===== config.mk =====
export PLATFORM = sky130hd
export DESIGN_NAME = reaction_game_ctrl
export DESIGN_NICKNAME = d
export VERILOG_FILES = /design/src/rtl/reaction_pkg.sv /design/src/rtl/ms_tick_gen.sv /design/src/rtl/reaction_game_ctrl.sv
export SDC_FILE = /design/constraint.sdc
export NUM_CORES = 1
export LEC_CHECK = 0
export CORE_UTILIZATION = 40
export DETAILED_ROUTE_END_ITERATION = 8
export GPL_ROUTABILITY_DRIVEN = 0
export GPL_TIMING_DRIVEN = 0
export PLACE_DENSITY = 0.58
export SETUP_SLACK_MARGIN = 0.3
export SYNTH_ARGS = -nofsm -noshare
export SYNTH_HDL_FRONTEND = slang
export SYNTH_SLANG_ARGS = --single-unit

===== constraint.sdc =====
create_clock -name clk -period 4.35 [get_ports clk]
set_input_delay 0.6525 -clock clk [delete_from_list [all_inputs] [get_ports clk]]
set_output_delay 0.6525 -clock clk [all_outputs]
set_load 0.01 [all_outputs]

===== src/rtl/reaction_pkg.sv =====
// ---------------------------------------------------------------------------
// reaction_pkg
// Shared definitions for the reaction-timer round sequencer:
//   - state_t       : round sequencer states
//   - STATUS_*      : result status codes presented with the result
//   - LFSR_SEED     : value the delay LFSR restarts from after reset
//   - LFSR_TAPS     : tap mask for the 16-bit Fibonacci LFSR (taps 16,14,13,11)
//   - lfsr_step()   : one shift of the delay LFSR
// ---------------------------------------------------------------------------
package reaction_pkg;

    typedef enum logic [2:0] {
        IDLE   = 3'd0,
        ARM    = 3'd1,
        DELAY  = 3'd2,
        REACT  = 3'd3,
        RESULT = 3'd4
    } state_t;

    localparam logic [1:0] STATUS_OK          = 2'd0;
    localparam logic [1:0] STATUS_FALSE_START = 2'd1;
    localparam logic [1:0] STATUS_TIMEOUT     = 2'd2;

    localparam logic [15:0] LFSR_SEED = 16'hACE1;

    // Bit n-1 is set for tap n, so taps 16,14,13,11 land on bits 15,13,12,10.
    localparam logic [15:0] LFSR_TAPS = 16'hB400;

    // Shift left and feed the XOR of the tapped bits into bit 0. A non-zero
    // seed never reaches the all-zero lock-up state with a maximal tap set.
    function automatic logic [15:0] lfsr_step(input logic [15:0] cur);
        return {cur[14:0], ^(cur & LFSR_TAPS)};
    endfunction

endpackage


===== src/rtl/ms_tick_gen.sv =====
// ---------------------------------------------------------------------------
// ms_tick_gen
// Divides the system clock down to a one-cycle millisecond tick.
// Ports:
//   clk    in   system clock
//   rst_n  in   synchronous reset, active high (1 = reset)
//   clr    in   restart the divider; the next tick follows TICK_DIV cycles later
//   tick   out  one-cycle pulse every TICK_DIV clocks
// ---------------------------------------------------------------------------
module ms_tick_gen #(
    parameter int TICK_DIV = 10000
) (
    input  logic clk,
    input  logic rst_n,
    input  logic clr,
    output logic tick
);

    localparam int CNT_W = (TICK_DIV > 1) ? $clog2(TICK_DIV) : 1;
    localparam logic [CNT_W-1:0] LAST = CNT_W'(TICK_DIV - 1);

    logic [CNT_W-1:0] cnt;

    // The tick is decoded straight from the count. It must not depend on clr:
    // clr is derived from the sequencer's next state, which itself looks at
    // the tick, so gating here would close a combinational loop.
    assign tick = (cnt == LAST);

    // Clearing to zero on the edge a state is entered puts the terminal count,
    // and thus the first tick seen by the sequencer, exactly TICK_DIV edges later.
    always_ff @(posedge clk) begin
        if (rst_n || clr) begin
            cnt <= '0;
        end else if (cnt == LAST) begin
            cnt <= '0;
        end else begin
            cnt <= cnt + CNT_W'(1);
        end
    end

endmodule


===== src/rtl/reaction_game_ctrl.sv =====
// ---------------------------------------------------------------------------
// reaction_game_ctrl
// Sequences one reaction-timer round: a start edge arms the round, a
// pseudo-random delay runs, the LED lights, and millisecond ticks are counted
// until the button is pressed. False starts (press before the LED) and
// timeouts (no press) are reported through the same result handshake.
// Ports:
//   clk            in   system clock
//   rst_n          in   synchronous reset, ACTIVE HIGH despite the name
//   start          in   async level; a rising edge starts a round from IDLE
//   button         in   async level; 1 = pressed
//   led_on         out  high while the player should react
//   busy           out  high whenever a round is in progress or pending
//   result_ms      out  reaction time in ms, stable while result_valid
//   result_status  out  0 = ok, 1 = false start, 2 = timeout
//   result_valid   out  result offered; held until accepted
//   result_ready   in   consumer accepts when valid & ready on a clock edge
// ---------------------------------------------------------------------------
module reaction_game_ctrl
    import reaction_pkg::*;
#(
    parameter int          TICK_DIV     = 10000,
    parameter int          DELAY_MIN_MS = 1000,
    parameter logic [15:0] DELAY_MASK   = 16'h07FF,
    parameter int          TIMEOUT_MS   = 999,
    parameter int          TIME_W       = 10
) (
    input  logic              clk,
    input  logic              rst_n,
    input  logic              start,
    input  logic              button,
    output logic              led_on,
    output logic              busy,
    output logic [TIME_W-1:0] result_ms,
    output logic [1:0]        result_status,
    output logic              result_valid,
    input  logic              result_ready
);

    localparam logic [TIME_W-1:0] TIMEOUT_LIM = TIME_W'(TIMEOUT_MS);

    state_t state;
    state_t state_next;

    logic start_s1, start_s2, start_d;
    logic btn_s1, btn_s2, btn_d;
    logic start_edge;
    logic btn_edge;

    logic [15:0] lfsr;

    logic              tick;
    logic              div_clr;
    logic [TIME_W-1:0] ms_cnt;
    logic [TIME_W-1:0] ms_cnt_next;
    logic [TIME_W-1:0] ms_inc;
    logic [TIME_W-1:0] delay_ms;
    logic [TIME_W-1:0] delay_next;
    logic [TIME_W-1:0] delay_sat;
    logic [31:0]       delay_sum;
    logic [TIME_W-1:0] res_ms_next;
    logic [1:0]        status_next;

    // Edges are taken from the second synchronizer stage against a delayed
    // copy, so an input change is acted on at the third clock edge.
    assign start_edge = start_s2 & ~start_d;
    assign btn_edge   = btn_s2 & ~btn_d;

    // The delay is formed wide and clamped to the counter's full scale, so a
    // parameter set whose maximum delay exceeds TIME_W bits never wraps to a
    // short delay.
    assign delay_sum = 32'(DELAY_MIN_MS) + {16'd0, lfsr & DELAY_MASK};
    assign delay_sat = (delay_sum[31:TIME_W] != '0) ? '1 : delay_sum[TIME_W-1:0];

    // Saturating increment; the sequencer leaves DELAY and REACT before the
    // counter could ever reach full scale, so this only guards against wrap.
    assign ms_inc = (ms_cnt == '1) ? ms_cnt : ms_cnt + TIME_W'(1);

    // Every state change restarts the millisecond divider.
    assign div_clr = (state_next != state);

    ms_tick_gen #(
        .TICK_DIV (TICK_DIV)
    ) u_tick (
        .clk   (clk),
        .rst_n (rst_n),
        .clr   (div_clr),
        .tick  (tick)
    );

    // Input synchronizers and the free-running delay LFSR. The LFSR keeps
    // stepping in every state so the delay depends on when the player starts.
    always_ff @(posedge clk) begin
        if (rst_n) begin
            start_s1 <= 1'b0;
            start_s2 <= 1'b0;
            start_d  <= 1'b0;
            btn_s1   <= 1'b0;
            btn_s2   <= 1'b0;
            btn_d    <= 1'b0;
            lfsr     <= LFSR_SEED;
        end else begin
            start_s1 <= start;
            start_s2 <= start_s1;
            start_d  <= start_s2;
            btn_s1   <= button;
            btn_s2   <= btn_s1;
            btn_d    <= btn_s2;
            lfsr     <= lfsr_step(lfsr);
        end
    end

    // State register plus the counters and result fields that the next-state
    // logic computes. The status outputs are decoded from the next state so
    // they change on the same edge as the state itself.
    always_ff @(posedge clk) begin
        if (rst_n) begin
            state         <= IDLE;
            ms_cnt        <= '0;
            delay_ms      <= '0;
            result_ms     <= '0;
            result_status <= STATUS_OK;
            led_on        <= 1'b0;
            busy          <= 1'b0;
            result_valid  <= 1'b0;
        end else begin
            state         <= state_next;
            ms_cnt        <= ms_cnt_next;
            delay_ms      <= delay_next;
            result_ms     <= res_ms_next;
            result_status <= status_next;
            led_on        <= (state_next == REACT);
            busy          <= (state_next != IDLE);
            result_valid  <= (state_next == RESULT);
        end
    end

    // Next-state logic. A button edge always beats a tick in the same cycle,
    // so a press coinciding with a tick reports the count before that tick,
    // and a press at the final tick of REACT still counts as a valid reaction.
    always_comb begin
        state_next  = state;
        ms_cnt_next = ms_cnt;
        delay_next  = delay_ms;
        res_ms_next = result_ms;
        status_next = result_status;

        case (state)
            IDLE: begin
                if (start_edge) begin
                    state_next = ARM;
                    delay_next = delay_sat;
                end
            end

            // A button held while starting must be released before the delay
            // begins; otherwise releasing and re-pressing would be a false start
            // the player never intended.
            ARM: begin
                if (!btn_s2) begin
                    state_next  = DELAY;
                    ms_cnt_next = '0;
                end
            end

            DELAY: begin
                if (btn_edge) begin
                    state_next  = RESULT;
                    status_next = STATUS_FALSE_START;
                    res_ms_next = '0;
                end else if (tick) begin
                    if (ms_inc >= delay_ms) begin
                        state_next  = REACT;
                        ms_cnt_next = '0;
                    end else begin
                        ms_cnt_next = ms_inc;
                    end
                end
            end

            REACT: begin
                if (btn_edge) begin
                    state_next  = RESULT;
                    status_next = STATUS_OK;
                    res_ms_next = ms_cnt;
                end else if (tick) begin
                    if (ms_inc >= TIMEOUT_LIM) begin
                        state_next  = RESULT;
                        status_next = STATUS_TIMEOUT;
                        res_ms_next = TIMEOUT_LIM;
                        ms_cnt_next = TIMEOUT_LIM;
                    end else begin
                        ms_cnt_next = ms_inc;
                    end
                end
            end

            RESULT: begin
                if (result_valid && result_ready) begin
                    state_next = IDLE;
                end
            end

            default: begin
                state_next = IDLE;
            end
        endcase
    end

endmodule

==> impl_metrics.env <==
export IMPL_status="complete, no violations"
export IMPL_antenna_left=0
export IMPL_clk_latency_ps=360
export IMPL_yosysTopAreaCellShare=0.423
export IMPL_ys_warn_count=0
export IMPL_synth_flop_cell="dfxtp_1"
export IMPL_num_antenna_cells=0
export IMPL_dp_hpwl_mm=5.85
export IMPL_viasPerCell=5.32
export IMPL_critPathMaxFanout=10
export IMPL_grt_usage=0.197
export IMPL_synth_seq_area_share=0.423
export IMPL_dieWidth_um=95.6
export IMPL_rsz0062_at_grt="false"
export IMPL_grt_pass1_vias=2759
export IMPL_cp_start_kind="flip-flop"
export IMPL_cts_setup_buffers=0
export IMPL_p_int_w=0.00112
export IMPL_vias=2955
export IMPL_ys_async_sr_fraction=0
export IMPL_final_common_cell="dfxtp_1"
export IMPL_path_clk_slew_ps=80
export IMPL_clockBufferDepth=2
export IMPL_grt_overflow=0
export IMPL_chipHeight_um=95.6
export IMPL_p_switching_w=0.000332
export IMPL_hold_buffers=0
export IMPL_port_buffers=19
export IMPL_fin_crit_ps=3650
export IMPL_remaining_drc_errors=0
export IMPL_maxSlewHeadroom=0.380
export IMPL_grt_max_degree=14
export IMPL_maxCapViolations=0
export IMPL_dr_pass1_iters=4
export IMPL_synth_edf_count=0
export IMPL_ys_top_cells_by_area="dfxtp_1, nor2_1, ha_1"
export IMPL_synth_area_leader_cell="dfxtp_1"
export IMPL_maxSlewViolCount=0
export IMPL_cts_made_buffers=9
export IMPL_synth_area_per_cell_um2=8.44
export IMPL_h_tree_depth=3
export IMPL_arrival_ps=3920
export IMPL_area_delta_synth_final_pct=16.5
export IMPL_routed_wl_mm=8.01
export IMPL_worstSetupEndpointType="flip-flop"
export IMPL_finalHoldViolations=0
export IMPL_dp_slack_ps=336
export IMPL_cts_root_buf="clkbuf_8"
export IMPL_p_comb_frac=0.060
export IMPL_dieArea_um2=9140
export IMPL_placed_cells=539
export IMPL_final_net_count=463
export IMPL_clockPowerShare=0.448
export IMPL_start_util=0.420
export IMPL_setup_slack_ps=704
export IMPL_cts_tree="yes"
export IMPL_fin_crit_sh=0.838
export IMPL_grt_util_met2=0.301
export IMPL_fmax_ghz=0.274
export IMPL_p_leak_nw=1.52
export IMPL_hp_class="reg -> reg"
export IMPL_finalSetupViolations=0
export IMPL_layout_common_cells="dfxtp_1, nor2_1, nand2_1"
export IMPL_grt_use_met1=0.266
export IMPL_synth_cell_types=55
export IMPL_antenna_found_initial=0
export IMPL_p_total_w=0.00145
export IMPL_use_met3=0.0439
export IMPL_ir_drop_uv=197
export IMPL_criticalPathCategory="reg -> reg"
export IMPL_worstPathRequired_ps=4620
export IMPL_ios=20
export IMPL_tightest_slew_ps=922
export IMPL_finalSetupTns_ps=0
export IMPL_syn_area_um2=3500
export IMPL_clock_skew_ps=12.7
export IMPL_ys_ff_latch=74
export IMPL_power_density_nw_per_um2=355
export IMPL_dr_first_iter_drc_count=137
export IMPL_final_cells=555
export IMPL_grt_pass1_wl_mm=13.7
export IMPL_grt_busiest_layer="met2"
export IMPL_drive_gt1_frac=0.102
export IMPL_holdWs_ps=425
export IMPL_core_area_um2=8340
export IMPL_nFillCells=823
export IMPL_numClockSinks=74
export IMPL_switching_share=0.229
export IMPL_wire_per_inst_um=14.4
export IMPL_synth_nets=433
export IMPL_sequentialPowerShare=0.492
export IMPL_rows=33
export IMPL_netlist_instances=415
[per-layer routing]
layer	up-vias	wire, um
li1	1514	-
met1	1368	4030
met2	57	3470
met3	16	315
met4	0	193
met5	-	0
[through the flow]
stage                     utilization  area, um^2
final                           0.489        4080
after global routing            0.489        4080
after CTS                       0.488        4070
after detailed placement        0.459        3830
after global placement          0.459        3830
after floorplan                     -        3500
[worst paths after layout]
| path | slack (ps) | cells past startpoint | startpoint | to |
|---|---|---|---|---|
| max reg2reg | 700 | 12 | ms_cnt[1]$_SDFFE_PP0P_ | ms_cnt[2]$_SDFFE_PP0P_ |
| max | 700 | 12 | ms_cnt[1]$_SDFFE_PP0P_ | ms_cnt[2]$_SDFFE_PP0P_ |
| min | 420 | 1 | lfsr[14]$_SDFF_PP0_ | lfsr[15]$_SDFF_PP1_ |
| min reg2reg | 420 | 1 | lfsr[14]$_SDFF_PP0_ | lfsr[15]$_SDFF_PP1_ |
[synth_stat cells (3+ instances only)]
cell type   n
o21a_1      6
nor2b_1    17
a31oi_1     6
nor2_1     60
o2111ai_1   4
and3_1      5
a21oi_1    28
o211ai_1    8
ha_1       13
nand3_1    11
nand2b_1    3
clkbuf_1   16
dfxtp_1    74
or2_2       8
o21ai_0    16
mux2_2      3
nand4_1     6
nand2_1    36
inv_1      20
xor2_1      9
xnor2_1     9
a211oi_1    9
nor3_1      6
[flip-flops by register name (all words and copies together) (netlist names), 2 cells and up]
register and count:
delay_ms 10, ms_cnt 10, lfsr 16, result_ms 10, result_status 2, state 3
u_tick.cnt 14
[repair_timing]
| item | in CTS | in global routing |
|---|---|---|
| gates resized for setup | 1 | 4 |
| pin swaps | 0 | 0 |
| endpoints found under the setup margin | 1 | 10 |
[cell families (layout without fill, tap and decap cells)]
kind of cell | Yosys count | in the layout | synth area share
xor+xnor | 18 | 18 | 0.0450
mux | 3 | 3 | 0.00964
flops | 74 | 74 | 0.423
buf+inv | 41 | 76 | 0.0471
fa+ha+maj | 13 | 13 | 0.0464
simple gates | 170 | 170 | 0.242
compound gates | 96 | 96 | 0.187
[cell type report]
class | instances | area (um^2) | share of cell area
tap | 105 | 131 | 0.0322
sequential | 74 | 1480 | 0.363
buffer | 21 | 91.3 | 0.0224
timing repair buffer | 19 | 190 | 0.0466
clock buffer | 9 | 124 | 0.0303
inverter | 20 | 75.1 | 0.0184
multi-input combinational | 300 | 1870 | 0.458
clock inverter | 7 | 118 | 0.0288
[critical path, cell delays in order, from the launching register on]
cell and delay [ps]:
dfxtp_1 510, ha_1 310, buf_4 210, nand3_1 200, nor3_4 370, mux2_2 400, ha_1 270, a21oi_1 140
o21ai_0 110, a221oi_1 370, clkbuf_2 280, o211ai_1 160, o211ai_1 230
[power by group through the flow]
stage	sequential (W)	clock (W)	combinational, W
after floorplan	0.000726	0	0.0000612
after global placement	0.000729	0	0.0000852
after detailed placement	0.000729	0	0.0000863
after CTS	0.000713	0.000664	0.0000872
after global routing	0.000716	0.000694	0.0000991
final	0.000713	0.000648	0.0000869
Note: power is estimated with default switching activity, not from simulation.
